--- src/rtl/contatore_pkg.sv ---
// Shared definitions for the up/down modulo counter: count direction encoding
// and a constant clog2 helper used to size the prescaler register.
package contatore_pkg;

    typedef enum logic {
        DIR_DOWN = 1'b0,
        DIR_UP   = 1'b1
    } dir_e;

    // Ceiling log2 for elaboration-time sizing (returns 0 for value <= 1).
    function automatic int clog2_f(input int value);
        int r;
        r = 0;
        for (int v = value - 1; v > 0; v = v >> 1) begin
            r = r + 1;
        end
        return r;
    endfunction

endpackage

--- src/rtl/contatore_prescaler.sv ---
// Prescaler for the up/down counter: asserts tick on every PRESCALE-th enabled
// cycle. clr restarts the division from zero; en=0 freezes the count.
module contatore_prescaler
    import contatore_pkg::*;
#(
    parameter int PRESCALE = 2
) (
    input  logic clk,
    input  logic rst,
    input  logic en,
    input  logic clr,
    output logic tick
);

    localparam int             L_PW   = (clog2_f(PRESCALE) < 1) ? 1 : clog2_f(PRESCALE);
    localparam logic [L_PW-1:0] L_LAST = L_PW'(PRESCALE - 1);
    localparam logic [L_PW-1:0] L_ZERO = {L_PW{1'b0}};
    localparam logic [L_PW-1:0] L_ONE  = L_PW'(1);

    logic [L_PW-1:0] r_cnt;

    // Tick on the enabled cycle that completes a division period.
    assign tick = en & (r_cnt == L_LAST);

    // Division counter: cleared by clr, advances only on enabled cycles.
    always_ff @(posedge clk or posedge rst) begin
        if (rst) begin
            r_cnt <= L_ZERO;
        end else if (clr) begin
            r_cnt <= L_ZERO;
        end else if (en) begin
            if (r_cnt == L_LAST) begin
                r_cnt <= L_ZERO;
            end else begin
                r_cnt <= r_cnt + L_ONE;
            end
        end else begin
            r_cnt <= r_cnt;
        end
    end

endmodule

--- src/rtl/contatore_updown_mod.sv ---
// Up/down modulo-MODULO counter with optional prescaler, parallel load,
// terminal-count output for cascading and a registered wrap pulse.
// Build option: define CONTATORE_SATURATE_EN to make the counter saturate at
// the range ends instead of wrapping (wrap then stays 0).
module contatore_updown_mod
    import contatore_pkg::*;
#(
    parameter int WIDTH    = 8,
    parameter int MODULO   = 2 ** WIDTH,
    parameter int PRESCALE = 1
) (
    input  logic             clk,
    input  logic             rst,
    input  logic             en,
    input  logic             load,
    input  logic             up,
    input  logic [WIDTH-1:0] d,
    output logic [WIDTH-1:0] y,
    output logic             tc,
    output logic             wrap
);

    localparam logic [WIDTH-1:0] L_MAX     = WIDTH'(MODULO - 1);
    localparam logic [WIDTH-1:0] L_ZERO    = {WIDTH{1'b0}};
    localparam logic [WIDTH-1:0] L_ONE     = WIDTH'(1);
    localparam logic [WIDTH:0]   L_MOD_EXT = (WIDTH + 1)'(MODULO);

    logic [WIDTH-1:0] r_y;
    logic             r_wrap;
    logic [WIDTH-1:0] w_y_next;
    logic             w_wrap_next;
    logic             w_tick;
    logic             w_d_in_range;
    dir_e             w_dir;

    assign w_dir        = dir_e'(up);
    assign w_d_in_range = ({1'b0, d} < L_MOD_EXT);

    generate
        if (PRESCALE > 1) begin : g_prescale
            contatore_prescaler #(
                .PRESCALE (PRESCALE)
            ) u_prescaler (
                .clk  (clk),
                .rst  (rst),
                .en   (en),
                .clr  (load),
                .tick (w_tick)
            );
        end else begin : g_no_prescale
            assign w_tick = en;
        end
    endgenerate

    // Next count: load has priority, then a step on tick, otherwise hold.
    always_comb begin
        w_y_next    = r_y;
        w_wrap_next = 1'b0;
        if (load) begin
            if (w_d_in_range) begin
                w_y_next = d;
            end else begin
                w_y_next = L_MAX;
            end
        end else if (w_tick) begin
            case (w_dir)
                DIR_UP: begin
                    if (r_y == L_MAX) begin
`ifdef CONTATORE_SATURATE_EN
                        w_y_next = r_y;
`else
                        w_y_next    = L_ZERO;
                        w_wrap_next = 1'b1;
`endif
                    end else begin
                        w_y_next = r_y + L_ONE;
                    end
                end
                DIR_DOWN: begin
                    if (r_y == L_ZERO) begin
`ifdef CONTATORE_SATURATE_EN
                        w_y_next = r_y;
`else
                        w_y_next    = L_MAX;
                        w_wrap_next = 1'b1;
`endif
                    end else begin
                        w_y_next = r_y - L_ONE;
                    end
                end
                default: begin
                    w_y_next = r_y;
                end
            endcase
        end else begin
            w_y_next = r_y;
        end
    end

    // Count and wrap-pulse registers.
    always_ff @(posedge clk or posedge rst) begin
        if (rst) begin
            r_y    <= L_ZERO;
            r_wrap <= 1'b0;
        end else begin
            r_y    <= w_y_next;
            r_wrap <= w_wrap_next;
        end
    end

    assign y    = r_y;
    assign wrap = r_wrap;
    // Terminal count is combinational so a following stage can use tc & tick.
    assign tc   = en & ((w_dir == DIR_UP) ? (r_y == L_MAX) : (r_y == L_ZERO));

endmodule

--- config.mk ---
export PLATFORM = sky130hd
export DESIGN_NAME = contatore_updown_mod
export DESIGN_NICKNAME = d
export VERILOG_FILES = /design/src/rtl/contatore_pkg.sv /design/src/rtl/contatore_prescaler.sv /design/src/rtl/contatore_updown_mod.sv
export SDC_FILE = /design/constraint.sdc
export NUM_CORES = 1
export LEC_CHECK = 0
export CAP_MARGIN = 20
export CELL_PAD_IN_SITES_DETAIL_PLACEMENT = 1
export CELL_PAD_IN_SITES_GLOBAL_PLACEMENT = 1
export CORE_MARGIN = 4
export CORE_UTILIZATION = 36
export CTS_CLUSTER_SIZE = 40
export DETAILED_ROUTE_END_ITERATION = 12
export GPL_ROUTABILITY_DRIVEN = 0
export PLACE_DENSITY = 0.87
export SLEW_MARGIN = 20
export SYNTH_ARGS = -nofsm -noshare
export SYNTH_HDL_FRONTEND = slang
export SYNTH_SLANG_ARGS = --single-unit
--- constraint.sdc ---
create_clock -name clk -period 3.9 [get_ports clk]
set_input_delay 0.975 -clock clk [delete_from_list [all_inputs] [get_ports clk]]
set_output_delay 0.975 -clock clk [all_outputs]
set_load 0.005 [all_outputs]
==> impl_metrics.tcl, run 1 <==
set metrics [dict create \
    clkSlewWorstSetupHoldPaths_ps 80 \
    finalHoldViolations 0 \
    wl_mm 2.462 \
    synth_top_area_share_pct 27.19 \
    syn_inst 106 \
    coreArea_sq_mm 0.002191 \
    diodes 0 \
    worst-setup-path-type "in2out" \
    clock_path_buffers 2 \
    synth-edff-count 0 \
    outcome "completed" \
    final_max_slew_viol_count 0 \
    drc 0 \
    cts.sinks 9 \
    p_leak_uw 0.0004139 \
    max_freq_mhz 293.0 \
    row_count 17 \
    fin_setup_tns_ps 0 \
    cp-end-kind "output port" \
    total_power_uw 329.0 \
    wl_per_cell_microns 16.20 \
    die_height_microns 55.97 \
    insertion_delay_ps 270 \
    first_iter_violations 9 \
    ys_top_cells_by_area "dfrtp_1 27%, o21ai_0 4.8%, ha_1 4.5%, a21oi_1 4.2%, xor2_1 4.2%" \
    via_count 874 \
    die_w_microns 55.97 \
    hp-class "reg2reg" \
    ios 23 \
    nNetsFinal 141 \
    areaGrowthSynthToFinish_pct 30.06 \
    ys_warn_count 0 \
    setup_viol 0 \
    peakVddDrop_mv 0.1733 \
    p_per_area_mw_per_mm2 305.4 \
    synth_ff_type "dfrtp_1" \
    dieArea_sq_mm 0.003132 \
    cp.arrival_ps 2440 \
    drive_gt1_share_pct 7.258 \
    worst_slew_pin_slew_ps 541.0 \
    synth_area_sq_um 828.3 \
    postCtsSetupRepairBufs 0 \
    crit_chain "clkdlybuf4s50_1, o21ai_0, and3_1, clkdlybuf4s50_1" \
    ys_types 38 \
    maxCapViolCount 0 \
    cts_tree "built" \
    grt_pass1_wl_mm 4.298 \
    cpMaxStageDelayCell "clkdlybuf4s50_1" \
    postSynth.asyncResetShare_pct 100.0 \
    overflow 0 \
    worstRegToRegCells 4 \
    ys_seq_area_share_pct 27.19 \
    cp.required_ps 2920 \
    crit_fanout 5 \
    crit_top_cell "clkdlybuf4s50_1" \
    cpPeakStageDelay_ps 580 \
    rsz0062_at_grt "false" \
    first_pass_iters 4 \
    post_cts_resized 0 \
    yosys.area.top_type "dfrtp_1" \
    crit_path_start_kind "input port" \
    grtUsageTotal_pct 17.04 \
    cts_htree_levels 1 \
    clock_skew_ps 14.46 \
    synth_nets 122 \
    grt_pass1_vias 895 \
    numPortBuffers 22 \
    whs_path_depth 2 \
    routed_via_density 5.750 \
    relSlewSlack_pct 63.82 \
    cts_root_buffer "clkbuf_4" \
    initial_core_util_pct 37.81 \
    grt_antenna_before_repair 0 \
    grt_start_max_net_pins 18 \
    synth.ff_latch_count 9 \
    avgSynthCellArea_sq_um 7.814 \
    post-dp-hpwl_mm 1.851 \
    ctsHoldBuffers 0 \
    cts_made_buffers 3 \
    fin_crit_ps 3412 \
    period_share_pct 87.50 \
    ant_nets 0 \
]
-- per-layer routing --
layer  GRT usage (%)  wire length [microns]  vias up
li1                -                      -      423
met1           22.32                   1144      427
met2           27.71                   1190       24
met3           3.944                    127        0
met4           5.085                      0        0
met5               0                      0        -
-- metrics by stage --
stage               instance area, sq um  util [%]  setup slack, ps  hold WS (ps)  std cells
finish                              1077     49.17            487.5         742.4        152
global route                        1077     49.17            419.9         803.4        152
CTS                                 1077     49.17            490.9         751.0        152
detailed placement                  1050     47.92            489.2         736.0        148
global placement                    1050     47.92            529.6         707.8        148
floorplan                          828.3         -             1476         654.9        106
-- cell usage in the layout (no fill, tap or decap), drive strengths merged --
master,count
o211ai,1
ha,3
inv,4
nor2,9
nor4,3
nor3b,4
nor3,3
o311ai,1
a31oi,1
and3,1
nand4,2
xnor2,3
dfrtp,9
clkinv,1
o21ai,8
a2111o,1
xor2,4
or3b,1
o2bb2ai,1
mux2i,1
o31a,2
o311a,1
a311oi,1
clkdlybuf4s50,22
nand2b,1
a211oi,1
nand2,8
or3,2
a21oi,7
or4,2
a31o,1
buf,2
o211a,1
o31ai,3
and3b,1
clkbuf,3
nand3,5
-- layout make-up --
type	count	area (sq um)
fill	272	1114
multi-input combinational	83	539.3
timing repair buffer	24	235.2
sequential	9	225.2
tap	28	35.03
clock buffer	3	22.52
inverter	4	15.01
clock inverter	1	5.005
-- path summary, 6_finish.rpt --
kind | from | end | slack [ps]
max | up | tc | 490
min | y[0]$_DFFE_PP0P_ | y[0]$_DFFE_PP0P_ | 740
max reg2reg | y[3]$_DFFE_PP0P_ | y[5]$_DFFE_PP0P_ | 1950
min reg2reg | y[0]$_DFFE_PP0P_ | y[0]$_DFFE_PP0P_ | 740
max in group asynchronous | rst | y[4]$_DFFE_PP0P_ | 2650
min in group asynchronous | rst | y[3]$_DFFE_PP0P_ | 970
-- synth_stat cells, types with 4 or more instances --
| master | instances |
|---|---|
| o21ai_0 | 8 |
| nor2_1 | 9 |
| xor2_1 | 4 |
| dfrtp_1 | 9 |
| a21oi_1 | 7 |
| nor3b_1 | 4 |
| nand3_1 | 5 |
| clkbuf_1 | 5 |
| inv_1 | 4 |
| nand2_1 | 8 |
-- cell families (layout without fill, tap and decap cells) --
| kind of cell | count (synthesis) | in the layout | synth area share [%] |
|---|---|---|---|
| AOI/OAI and AO/OA | 30 | 30 | 24.47 |
| xor gates and xnor gates | 7 | 7 | 7.402 |
| adders and majority gates | 3 | 3 | 4.532 |
| buffers and inverters | 14 | 32 | 7.703 |
| DFF | 9 | 9 | 27.19 |
| muxes | 1 | 1 | 1.209 |
| and+or+nand+nor | 42 | 42 | 27.49 |
-- flip-flops by register name (all words and copies together), names as in the netlist --
register / cells
wrap: 1
y: 8
-- critical path: cells and delay by family --
kind | cells | cell delay, ps
compound gates | 1 | 210
buf+inv | 2 | 1020
simple gates | 1 | 230
-- report_power, final --
group | leakage, uW | internal [uW] | switching, uW
logic | 0.000286 | 65.7 | 53.3
registers | 0.000110 | 103 | 30.6
clock network | 0.0000177 | 37.9 | 38.2
total | 0.000414 | 207 | 122
(Power assumes the default switching activity.)
==> inputs of run 2 (changes only) <==
--- a/config.mk
+++ b/config.mk
@@ -9,12 +9,13 @@
 export CELL_PAD_IN_SITES_DETAIL_PLACEMENT = 1
 export CELL_PAD_IN_SITES_GLOBAL_PLACEMENT = 1
 export CORE_MARGIN = 4
-export CORE_UTILIZATION = 36
+export CORE_UTILIZATION = 38
+export CTS_BUF_LIST = sky130_fd_sc_hd__clkbuf_8
 export CTS_CLUSTER_SIZE = 40
 export DETAILED_ROUTE_END_ITERATION = 12
 export GPL_ROUTABILITY_DRIVEN = 0
-export PLACE_DENSITY = 0.87
-export SLEW_MARGIN = 20
+export PLACE_DENSITY = 0.91
+export SLEW_MARGIN = 10
 export SYNTH_ARGS = -nofsm -noshare
 export SYNTH_HDL_FRONTEND = slang
 export SYNTH_SLANG_ARGS = --single-unit
==> run 2 against run 1 <==
Against the previous run: clock power grew 48%; total power grew 12%; design area grew 1.6%; register-to-register slack lost 130 ps; via count grew 2.9%.
==> impl_metrics.tcl, run 2 (synthesis gave the netlist of run 1 again) <==
set metrics [dict create \
    grtUsageTotal_pct 20.87 \
    ant_nets 0 \
    hold_path_end "y[7]$_DFFE_PP0P_" \
    coreArea_sq_mm 0.002022 \
    crit_chain "clkdlybuf4s50_1, o21ai_0, and3_1, clkdlybuf4s50_1" \
    final_max_slew_viol_count 0 \
    post-route-util_pct 54.15 \
    p_clk_share_pct 30.9 \
    fin_setup_tns_ps 0 \
    p_leak_uw 0.0004217 \
    p_switching_uw 127.7 \
    cts_tree "built" \
    mostFrequentLayoutCells "22 x clkdlybuf4s50_1, 9 x nor2_1, 9 x dfrtp_1" \
    die_w_microns 54.69 \
    fin_crit_ps 3458 \
    period_share_pct 88.66 \
    whs_path_depth 2 \
    worst_slew_pin_slew_ps 551.6 \
    grt_pass1_wl_mm 4.429 \
    wl_per_cell_microns 17.29 \
    clock_path_buffers 2 \
    rsz0062_at_grt "false" \
    overflow 0 \
    clkSlewWorstSetupHoldPaths_ps 50 \
    place_area_sq_mm 0.001049 \
    intPower_uw 239.5 \
    power_frac_seq_pct 36.6 \
    r2r_slack_ps 1820 \
    numPortBuffers 22 \
    nNetsFinal 141 \
    clock_skew_ps 0.7152 \
    reg2reg_from "y[1]$_DFFE_PP0P_" \
    dieArea_sq_mm 0.002990 \
    postCtsSetupRepairBufs 0 \
    crit_start "up" \
    wl_mm 2.611 \
    ff_latch_area_sq_um 225.2 \
    largest_register_ffs 8 \
    swShare_pct 34.78 \
    cpMaxStageDelayCell "clkdlybuf4s50_1" \
    peakVddDrop_mv 0.2192 \
    hp-class "reg2reg" \
    use_met2_pct 34.45 \
    drive_gt1_share_pct 7.258 \
    maxCapViolCount 0 \
    r2r-end "y[5]$_DFFE_PP0P_" \
    layout_commonest_cell "clkdlybuf4s50_1" \
    grt_start_max_net_pins 18 \
    worst-setup-path-type "in2out" \
    post-dp-hpwl_mm 1.932 \
    crit_path_start_kind "input port" \
    p_per_area_mw_per_mm2 335.4 \
    via_count 899 \
    post_cts_resized 0 \
    insertion_delay_ps 240 \
    first_iter_violations 16 \
    cts_root_buffer "clkbuf_8" \
    cp.required_ps 2920 \
    crit_top_cell "clkdlybuf4s50_1" \
    ios 23 \
    multi_input_comb_area_sq_um 539.3 \
    die_height_microns 54.69 \
    initial_core_util_pct 40.97 \
    power.share.combinational_pct 32.5 \
    nFillCells 239 \
    grt.met3_usage_pct 3.542 \
    areaGrowthSynthToFinish_pct 32.18 \
    hp-start "y[7]$_DFFE_PP0P_" \
    cp-end-kind "output port" \
    row_count 16 \
    relSlewSlack_pct 63.11 \
    grt_antenna_before_repair 0 \
    finish.instance_area_sq_mm 0.001095 \
    first_pass_iters 5 \
    diodes 0 \
    cpPeakStageDelay_ps 580 \
    worstRegToRegCells 5 \
    outcome "completed" \
    crit_fanout 5 \
    finalHoldViolations 0 \
    drc 0 \
    routed_via_density 5.954 \
    cts_made_buffers 3 \
    setup_viol 0 \
    max_freq_mhz 289.2 \
    cp_top_family "buffers and inverters" \
    grt.busiest_layer "met2" \
    grt_pass1_vias 943 \
    grtUsageMet1_pct 25.12 \
    crit_buf_inv 2 \
    cp.arrival_ps 2480 \
    cts_htree_levels 1 \
    ctsHoldBuffers 0 \
    cts.sinks 9 \
]
[run 2: cell types whose count changed in the layout (fill, tap and decap cells not counted)]
cell / change
clkbuf_8: +3
clkbuf_4: -3
[run 2: worst register-to-register path, cell delays in order, from the launching register on]
cell and delay, ps:
dfrtp_1 530, ha_1 360, nand3_1 150, o21ai_0 430, a211oi_1 110, a2111o_1 390
[run 2: worst max path at each step]
stage / endpoint / slack, ps / depth (start not counted)
after global routing: tc / 310 / 5
final: tc / 440 / 4
after floorplan: tc / 1480 / 2
after CTS: tc / 430 / 4
after global placement: tc / 540 / 4
after detailed placement: tc / 460 / 4
[run 2: stage by stage]
step	cells	power, uW	setup slack [ps]	hold WS (ps)
floorplan	106	202.7	1476	654.9
global placement	147	248.3	539.6	700.8
detailed placement	147	254.3	464.5	707.2
CTS	151	371.0	433.5	725.3
global route	151	389.1	306.5	768.9
finish	151	367.2	442.1	722.5
[run 2: area by class of cell]
class / instances / share of cell area [%]
clock buffers: 3 / 3.771
clock inverters: 1 / 0.4571
inverters: 4 / 1.371
multi-input cells: 83 / 49.26
flip-flops and latches: 9 / 20.57
well taps: 27 / 3.086
repair buffers: 24 / 21.49
[run 2: power groups by stage]
stage          Combinational (uW)  Sequential, uW  Clock, uW
2_1_floorplan                86.0             117          0
3_3_place_gp                  115             134          0
3_5_place_dp                  119             135          0
4_1_cts                       121             134        116
5_1_grt                       132             138        119
6_report                      119             134        113
[run 2: per-layer routing]
metal	share of wire [%]	up-vias	wire length, microns
met3	4.9	6	127
met5	0	-	0
met2	49	33	1267
met1	44	436	1142
met4	2.8	0	73
li1	-	424	-
